## src/rtl/expu_pkg.sv

```systemverilog
// -----------------------------------------------------------------------------
// expu_pkg
// Shared types and constants for the expu_row sequencing controller.
//   expu_ctrl_state_e : controller FSM state encoding
//   EXPU_CTRL_STALL_W : width of the optional backpressure stall counter
// -----------------------------------------------------------------------------
package expu_pkg;

    typedef enum logic [1:0] {
        IDLE  = 2'd0,
        RUN   = 2'd1,
        DRAIN = 2'd2,
        DONE  = 2'd3
    } expu_ctrl_state_e;

    localparam int unsigned EXPU_CTRL_STALL_W = 32;

endpackage : expu_pkg

```

## src/rtl/expu_ctrl_vpipe.sv

```systemverilog
// -----------------------------------------------------------------------------
// expu_ctrl_vpipe
// Valid-bit shadow of the expu_row pipeline. It has the same register
// behaviour as the row: clear has priority, and the stages shift only on
// enable. With NUM_REGS = 0 the pipe is a wire and no flops are built.
//   clk_i   in  clock
//   rst_ni  in  asynchronous active-low reset
//   en_i    in  stage advance (mirrors row enable_i)
//   clear_i in  synchronous flush (mirrors row clear_i)
//   v_i     in  valid entering stage 0
//   v_o     out valid leaving the last stage
// -----------------------------------------------------------------------------
module expu_ctrl_vpipe #(
    parameter int unsigned NUM_REGS = 1
) (
    input  logic clk_i,
    input  logic rst_ni,
    input  logic en_i,
    input  logic clear_i,
    input  logic v_i,
    output logic v_o
);

    generate
        if (NUM_REGS == 0) begin : g_comb
            assign v_o = v_i;
        end else begin : g_regs
            logic [NUM_REGS-1:0] r_pipe;

            // NOTE: sequential state uses non-blocking assignments so every
            // stage samples the value its predecessor held before the edge.
            always_ff @(posedge clk_i or negedge rst_ni) begin
                if (!rst_ni) begin
                    r_pipe <= '0;
                end else if (clear_i) begin
                    r_pipe <= '0;
                end else if (en_i) begin
                    r_pipe[0] <= v_i;
                    for (int i = 1; i < int'(NUM_REGS); i++) begin
                        r_pipe[i] <= r_pipe[i-1];
                    end
                end
            end

            assign v_o = r_pipe[NUM_REGS-1];
        end
    endgenerate

endmodule : expu_ctrl_vpipe

```

## src/rtl/expu_ctrl.sv

```systemverilog
// -----------------------------------------------------------------------------
// expu_ctrl
// Control-only sequencer for one expu_row exponential lane. Operand and result
// data bypass this block; it gates the element handshake, drives the row's
// enable/clear and tracks validity through the row's NUM_REGS stages.
//
// Optional build macro: EXPU_CTRL_PERF_EN adds a saturating 32-bit counter of
// backpressure cycles on stall_cnt_o; without it stall_cnt_o is tied to 0.
//
// Ports
//   clk_i, rst_ni          clock, asynchronous active-low reset
//   clear_i                synchronous abort/flush (priority over all events)
//   start_i, len_i         job request and element count (sampled in IDLE)
//   busy_o, done_o         in RUN/DRAIN; one-cycle completion pulse
//   in_valid_i, in_ready_o operand handshake
//   out_valid_o, out_ready_i, out_last_o  result handshake and last marker
//   row_enable_o, row_clear_o            to the row's enable_i / clear_i
//   stall_cnt_o            backpressure stall cycles (optional)
// -----------------------------------------------------------------------------
module expu_ctrl
    import expu_pkg::*;
#(
    parameter int unsigned NUM_REGS  = 1,
    parameter int unsigned LEN_WIDTH = 16
) (
    input  logic                         clk_i,
    input  logic                         rst_ni,
    input  logic                         clear_i,
    input  logic                         start_i,
    input  logic [LEN_WIDTH-1:0]         len_i,
    output logic                         busy_o,
    output logic                         done_o,
    input  logic                         in_valid_i,
    output logic                         in_ready_o,
    output logic                         out_valid_o,
    input  logic                         out_ready_i,
    output logic                         out_last_o,
    output logic                         row_enable_o,
    output logic                         row_clear_o,
    output logic [EXPU_CTRL_STALL_W-1:0] stall_cnt_o
);

    expu_ctrl_state_e     r_state;
    logic [LEN_WIDTH-1:0] r_len_q;
    logic [LEN_WIDTH-1:0] r_in_cnt;
    logic [LEN_WIDTH-1:0] r_out_cnt;

    logic w_busy;
    logic w_adv;
    logic w_in_room;
    logic w_accept;
    logic w_in_last;
    logic w_out_valid;
    logic w_out_hs;
    logic w_out_is_last;
    logic w_start_acc;

    assign w_busy      = (r_state == RUN) || (r_state == DRAIN);
    assign w_in_room   = (r_state == RUN) && (r_in_cnt != r_len_q);
    assign w_start_acc = (r_state == IDLE) && start_i;

    // Global advance: the pipe moves unless a result is held by backpressure.
    assign w_adv = ~w_out_valid | out_ready_i;

    generate
        if (NUM_REGS == 0) begin : g_ready_comb
            // A zero-depth row delivers the result in the accept cycle, so
            // acceptance must depend on out_ready_i directly. Using out_ready_i
            // here instead of w_adv also keeps the ready/valid path acyclic.
            assign in_ready_o = w_in_room & out_ready_i;
        end else begin : g_ready_pipe
            assign in_ready_o = w_in_room & w_adv;
        end
    endgenerate

    assign w_accept     = in_valid_i & in_ready_o;
    assign row_enable_o = w_adv & w_busy;
    assign row_clear_o  = clear_i;

    expu_ctrl_vpipe #(
        .NUM_REGS (NUM_REGS)
    ) u_vpipe (
        .clk_i   (clk_i),
        .rst_ni  (rst_ni),
        .en_i    (row_enable_o),
        .clear_i (clear_i),
        .v_i     (w_accept),
        .v_o     (w_out_valid)
    );

    assign out_valid_o   = w_out_valid;
    assign w_out_hs      = w_out_valid & out_ready_i;
    assign w_in_last     = (r_in_cnt + LEN_WIDTH'(1)) == r_len_q;
    assign w_out_is_last = r_out_cnt == (r_len_q - LEN_WIDTH'(1));
    assign out_last_o    = w_out_valid & w_out_is_last;

    assign busy_o = w_busy;
    assign done_o = (r_state == DONE);

    always_ff @(posedge clk_i or negedge rst_ni) begin
        if (!rst_ni) begin
            r_state   <= IDLE;
            r_len_q   <= '0;
            r_in_cnt  <= '0;
            r_out_cnt <= '0;
        end else if (clear_i) begin
            r_state   <= IDLE;
            r_in_cnt  <= '0;
            r_out_cnt <= '0;
        end else begin
            case (r_state)
                IDLE: begin
                    if (start_i) begin
                        r_len_q   <= len_i;
                        r_in_cnt  <= '0;
                        r_out_cnt <= '0;
                        r_state   <= (len_i == '0) ? DONE : RUN;
                    end
                end
                RUN: begin
                    if (w_accept) begin
                        r_in_cnt <= r_in_cnt + LEN_WIDTH'(1);
                    end
                    if (w_out_hs) begin
                        r_out_cnt <= r_out_cnt + LEN_WIDTH'(1);
                    end
                    // Only a zero-depth row can emit its last result while
                    // still in RUN; that case skips DRAIN entirely.
                    if (w_out_hs && w_out_is_last) begin
                        r_state <= DONE;
                    end else if (w_accept && w_in_last) begin
                        r_state <= DRAIN;
                    end
                end
                DRAIN: begin
                    if (w_out_hs) begin
                        r_out_cnt <= r_out_cnt + LEN_WIDTH'(1);
                        if (w_out_is_last) begin
                            r_state <= DONE;
                        end
                    end
                end
                DONE: begin
                    r_state <= IDLE;
                end
                default: begin
                    r_state <= IDLE;
                end
            endcase
        end
    end

`ifdef EXPU_CTRL_PERF_EN
    logic [EXPU_CTRL_STALL_W-1:0] r_stall_cnt;

    always_ff @(posedge clk_i or negedge rst_ni) begin
        if (!rst_ni) begin
            r_stall_cnt <= '0;
        end else if (clear_i || w_start_acc) begin
            r_stall_cnt <= '0;
        end else if (w_out_valid && !out_ready_i && (r_stall_cnt != '1)) begin
            r_stall_cnt <= r_stall_cnt + EXPU_CTRL_STALL_W'(1);
        end
    end

    assign stall_cnt_o = r_stall_cnt;
`else
    logic w_unused_perf;
    assign w_unused_perf = w_start_acc;
    assign stall_cnt_o   = '0;
`endif

endmodule : expu_ctrl

```

## config.mk

```make
export PLATFORM = sky130hd
export DESIGN_NAME = expu_ctrl
export DESIGN_NICKNAME = d
export VERILOG_FILES = /design/src/rtl/expu_pkg.sv /design/src/rtl/expu_ctrl_vpipe.sv /design/src/rtl/expu_ctrl.sv
export SDC_FILE = /design/constraint.sdc
export NUM_CORES = 1
export LEC_CHECK = 0
export ABC_AREA = 1
export CELL_PAD_IN_SITES_DETAIL_PLACEMENT = 0
export CELL_PAD_IN_SITES_GLOBAL_PLACEMENT = 1
export CORE_MARGIN = 10
export CORE_UTILIZATION = 45
export CTS_CLUSTER_DIAMETER = 100
export CTS_CLUSTER_SIZE = 40
export DETAILED_ROUTE_END_ITERATION = 8
export DONT_BUFFER_PORTS = 1
export HOLD_SLACK_MARGIN = 0.08
export PLACE_DENSITY_LB_ADDON = 0.1
export SETUP_SLACK_MARGIN = 0.05
export SYNTH_ARGS = -nofsm -noshare
export SYNTH_HDL_FRONTEND = slang
export SYNTH_SLANG_ARGS = --single-unit
```

## constraint.sdc

```tcl
create_clock -name clk_i -period 2.2 [get_ports clk_i]
set_input_delay 0.44 -clock clk_i [delete_from_list [all_inputs] [get_ports clk_i]]
set_output_delay 0.44 -clock clk_i [all_outputs]
set_load 0.02 [all_outputs]
```

==> run metrics <==
synth top area cells=dfrtp_1 30%, nand2_1 14%, nor2_1 8.0%; Int Power=0.002696 W; WS Path Type=reg -> out; most common cell in the netlist=nand2_1; Cell Area, Synth=4297 um2; Max Cap Viol=0; R2R setup slack=0.12 ns; worst path cell trace=nor2_2 -> nand2_2 -> nor2_4 -> nand3_2 -> nand2_1 -> nand2_1 -> nor2_1 -> nand2_1 -> nor2_2 -> nand2_1 -> nor2_1 -> buf_4; crit path DAT=2.04 ns; share of post-route cells with drive strength above 1=23.00%; DP HPWL=9.394 mm; drt wl/cell=14.41 um; total track usage=16.79%; Yosys cell types=41; post-DR vias/cell=4.889; Pwr per Cell Area=962.5 nW/um2; clock sinks=51; EDFF count, synth=0; HP Class=in -> reg; Initial Util=46.28%; H-tree level count=2; Max Slew Vio Count=0; Area Growth Syn to Fin=19.60%; port buffer count=0; global route overflow=0; Worst-path clk slew=0.11 ns; Post-Route WL=11.94 mm; CTS max path bufs=2; first drt pass iteration count=5; synth warn=0; number of synthesized register bits=51; design area=5139 um2; crit-path max FO=7; Logic pwr share=56.7%; critical path buffer and inverter count=1; main flop type after synthesis=dfrtp_1; synth cell count leaders=160 x nand2_1, 92 x nor2_1, 77 x inv_1, 51 x dfrtp_1, 42 x nand3_1; Slowest cell on crit path=dfrtp_2; endpoints failing hold=0; worst hold stages=2; FF-to-FF Start=r_len_q[1]; Layout Cells excl Fill=829; core area=9284 um2; part of the power in registers=28.9%; most frequent CP cell=nand2_1; share of Yosys cell area claimed by the top area cell type=29.70%; worst skew pair latency=0.32 ns; initial antenna violation count=0; status=finished with violations; Detail Route Antenna Nets=0; Mean Syn Cell Area=6.641 um2; endpoints failing setup=1; CTS Buf Count=5; CP endpoint kind=primary output; sw frac=45.49%; Final Skew=0.01581 ns; nets=729; cell count after placement=799; DRT iter0 DRCs=246; VDD IR max=394.8 uV; Die Footprint=13860 um2; Synth area leader=dfrtp_1; Leak=2.400 nW; RSZ-0062 raised after global routing=yes; setup TNS after final layout=-0.2776 ns; Clk pwr share=14.4%; # IOs=61; CP max stage delay=0.47 ns; setup ws final=-0.2776 ns; Period Utilization, post-route=112.6%; Site Rows=35; WP data required=1.76 ns; GPL Wtd Cong=0.9074; failing checks=setup timing; pin count of the biggest net entering global routing=52; asr flop ratio synth=100.0%; cell family with most CP delay=simple AND/OR/NAND/NOR gates; CTS tree=built; via count=4053; FF-to-FF End=r_state[0]; placed standard-cell area=4544 um2; clock root cell=clkbuf_8; fmax=0.4036 GHz; number of remaining DRC errors=0; crit path launch type=register; diode count=0; fin crit period=2.478 ns; first-pass GRT wire length=19.48 mm; Reg2Reg Depth=14; Mapped Cells=647; die height=117.7 um; switching power=0.002250 W; Seq/Total Area, Yosys=29.70%; Worst Hold Endpoint=r_len_q[8]; die width=117.7 um; worst hold start=len_i[8]; vias in the first global route=3919
==> per-layer routing <==
| metal | GRT usage (%) | vias to the layer above | routed length, um |
|---|---|---|---|
| li1 | - | 2085 | - |
| met1 | 20.89 | 1895 | 5319 |
| met2 | 29.51 | 60 | 6008 |
| met3 | 2.398 | 13 | 426 |
| met4 | 4.328 | 0 | 189 |
| met5 | 0 | - | 0 |
==> through the flow <==
stage	total power, W	hold WS [ns]	setup slack (ns)	utilization [%]
2_1_floorplan	0.002998	0.1444	0.05684	-
5_1_grt	0.005350	0.2495	-0.4692	55.35
3_5_place_dp	0.003713	0.1467	-0.0009606	48.95
6_report	0.004946	0.2483	-0.2776	55.35
4_1_cts	0.004550	0.2477	-0.2713	51.64
3_3_place_gp	0.003704	0.1466	0.02742	48.95
==> flip-flops by register name, indices dropped and copies added (netlist names) <==
register / count
r_len_q: 16
r_in_cnt: 16
u_vpipe.v_o: 1
r_state: 2
r_out_cnt: 16
==> power by group through the flow <==
stage	sequential, W	clock [W]	combinational (W)
floorplan	0.00131	0	0.00169
global placement	0.00140	0	0.00231
detailed placement	0.00140	0	0.00231
CTS	0.00139	0.000732	0.00242
global route	0.00147	0.000782	0.00310
finish	0.00143	0.000714	0.00280
==> kinds of logic after synthesis <==
logic type | Yosys count | synth area share [%]
xor gates and xnor gates | 31 | 6.319
and+or+nand+nor | 363 | 38.06
adders and majority gates | 8 | 2.330
buffers and inverters | 127 | 14.71
other | 1 | 0.08728
DFF | 51 | 29.70
AOI/OAI and AO/OA | 63 | 8.008
muxes | 3 | 0.7862
==> worst max path at each step <==
stage	startpoint	end	slack, ns	cells past startpoint
2_1_floorplan	r_len_q[1]	out_last_o	0.06	12
3_3_place_gp	r_len_q[1]	out_last_o	0.03	13
3_5_place_dp	r_len_q[1]	out_last_o	-0.001	13
4_1_cts	r_len_q[1]	out_last_o	-0.27	13
5_1_grt	r_len_q[1]	out_last_o	-0.47	13
6_report	r_len_q[3]	out_last_o	-0.28	12
==> worst register-to-register path, stage by stage, from the launching register on <==
cell and delay [ns]:
dfrtp_1 0.40, inv_2 0.07, ha_4 0.17, or2_1 0.24, nand3_1 0.07, nand3_1 0.08, nor2_1 0.11, nand3_1 0.12
nor2_2 0.12, buf_4 0.14, nand3_4 0.09, a21oi_4 0.17, nand2_2 0.08, nand2_1 0.07, nand2_1 0.05
==> timing repair <==
action | 4_1_cts | 5_1_grt
hold buffers | 2 | 0
pin swaps | 8 | 27
gates cloned | 0 | 0
setup endpoints to repair | 4 | 14
resized for setup | 16 | 67
hold endpoints to repair | 51 | 0
buffers inserted | 6 | 17
==> layout make-up <==
type	count	area, um2
fillers	941	4145
multi-input cells	500	2758
flip-flops and latches	51	1290
repair buffers	60	508.0
inverters	81	304.0
well taps	129	161.4
clock buffers	6	82.58
clock inverters	2	35.03
==> cell usage in the layout, fill, tap and decap left out, types with 8 or more instances in the layout <==
master and n:
a21oi_1 26, buf_4 51, conb_1 32, dfrtp_1 40
dfrtp_2 11, inv_1 70, inv_2 11, nand2_1 152
nand2_2 8, nand3_1 37, nand4_1 10, nor2_1 78
nor2_2 16, nor2_4 12, nor3_1 15, o21ai_0 17
o21ai_1 10, xnor2_1 8, xor2_1 18
No activity file was read; power rests on OpenSTA's default activity.
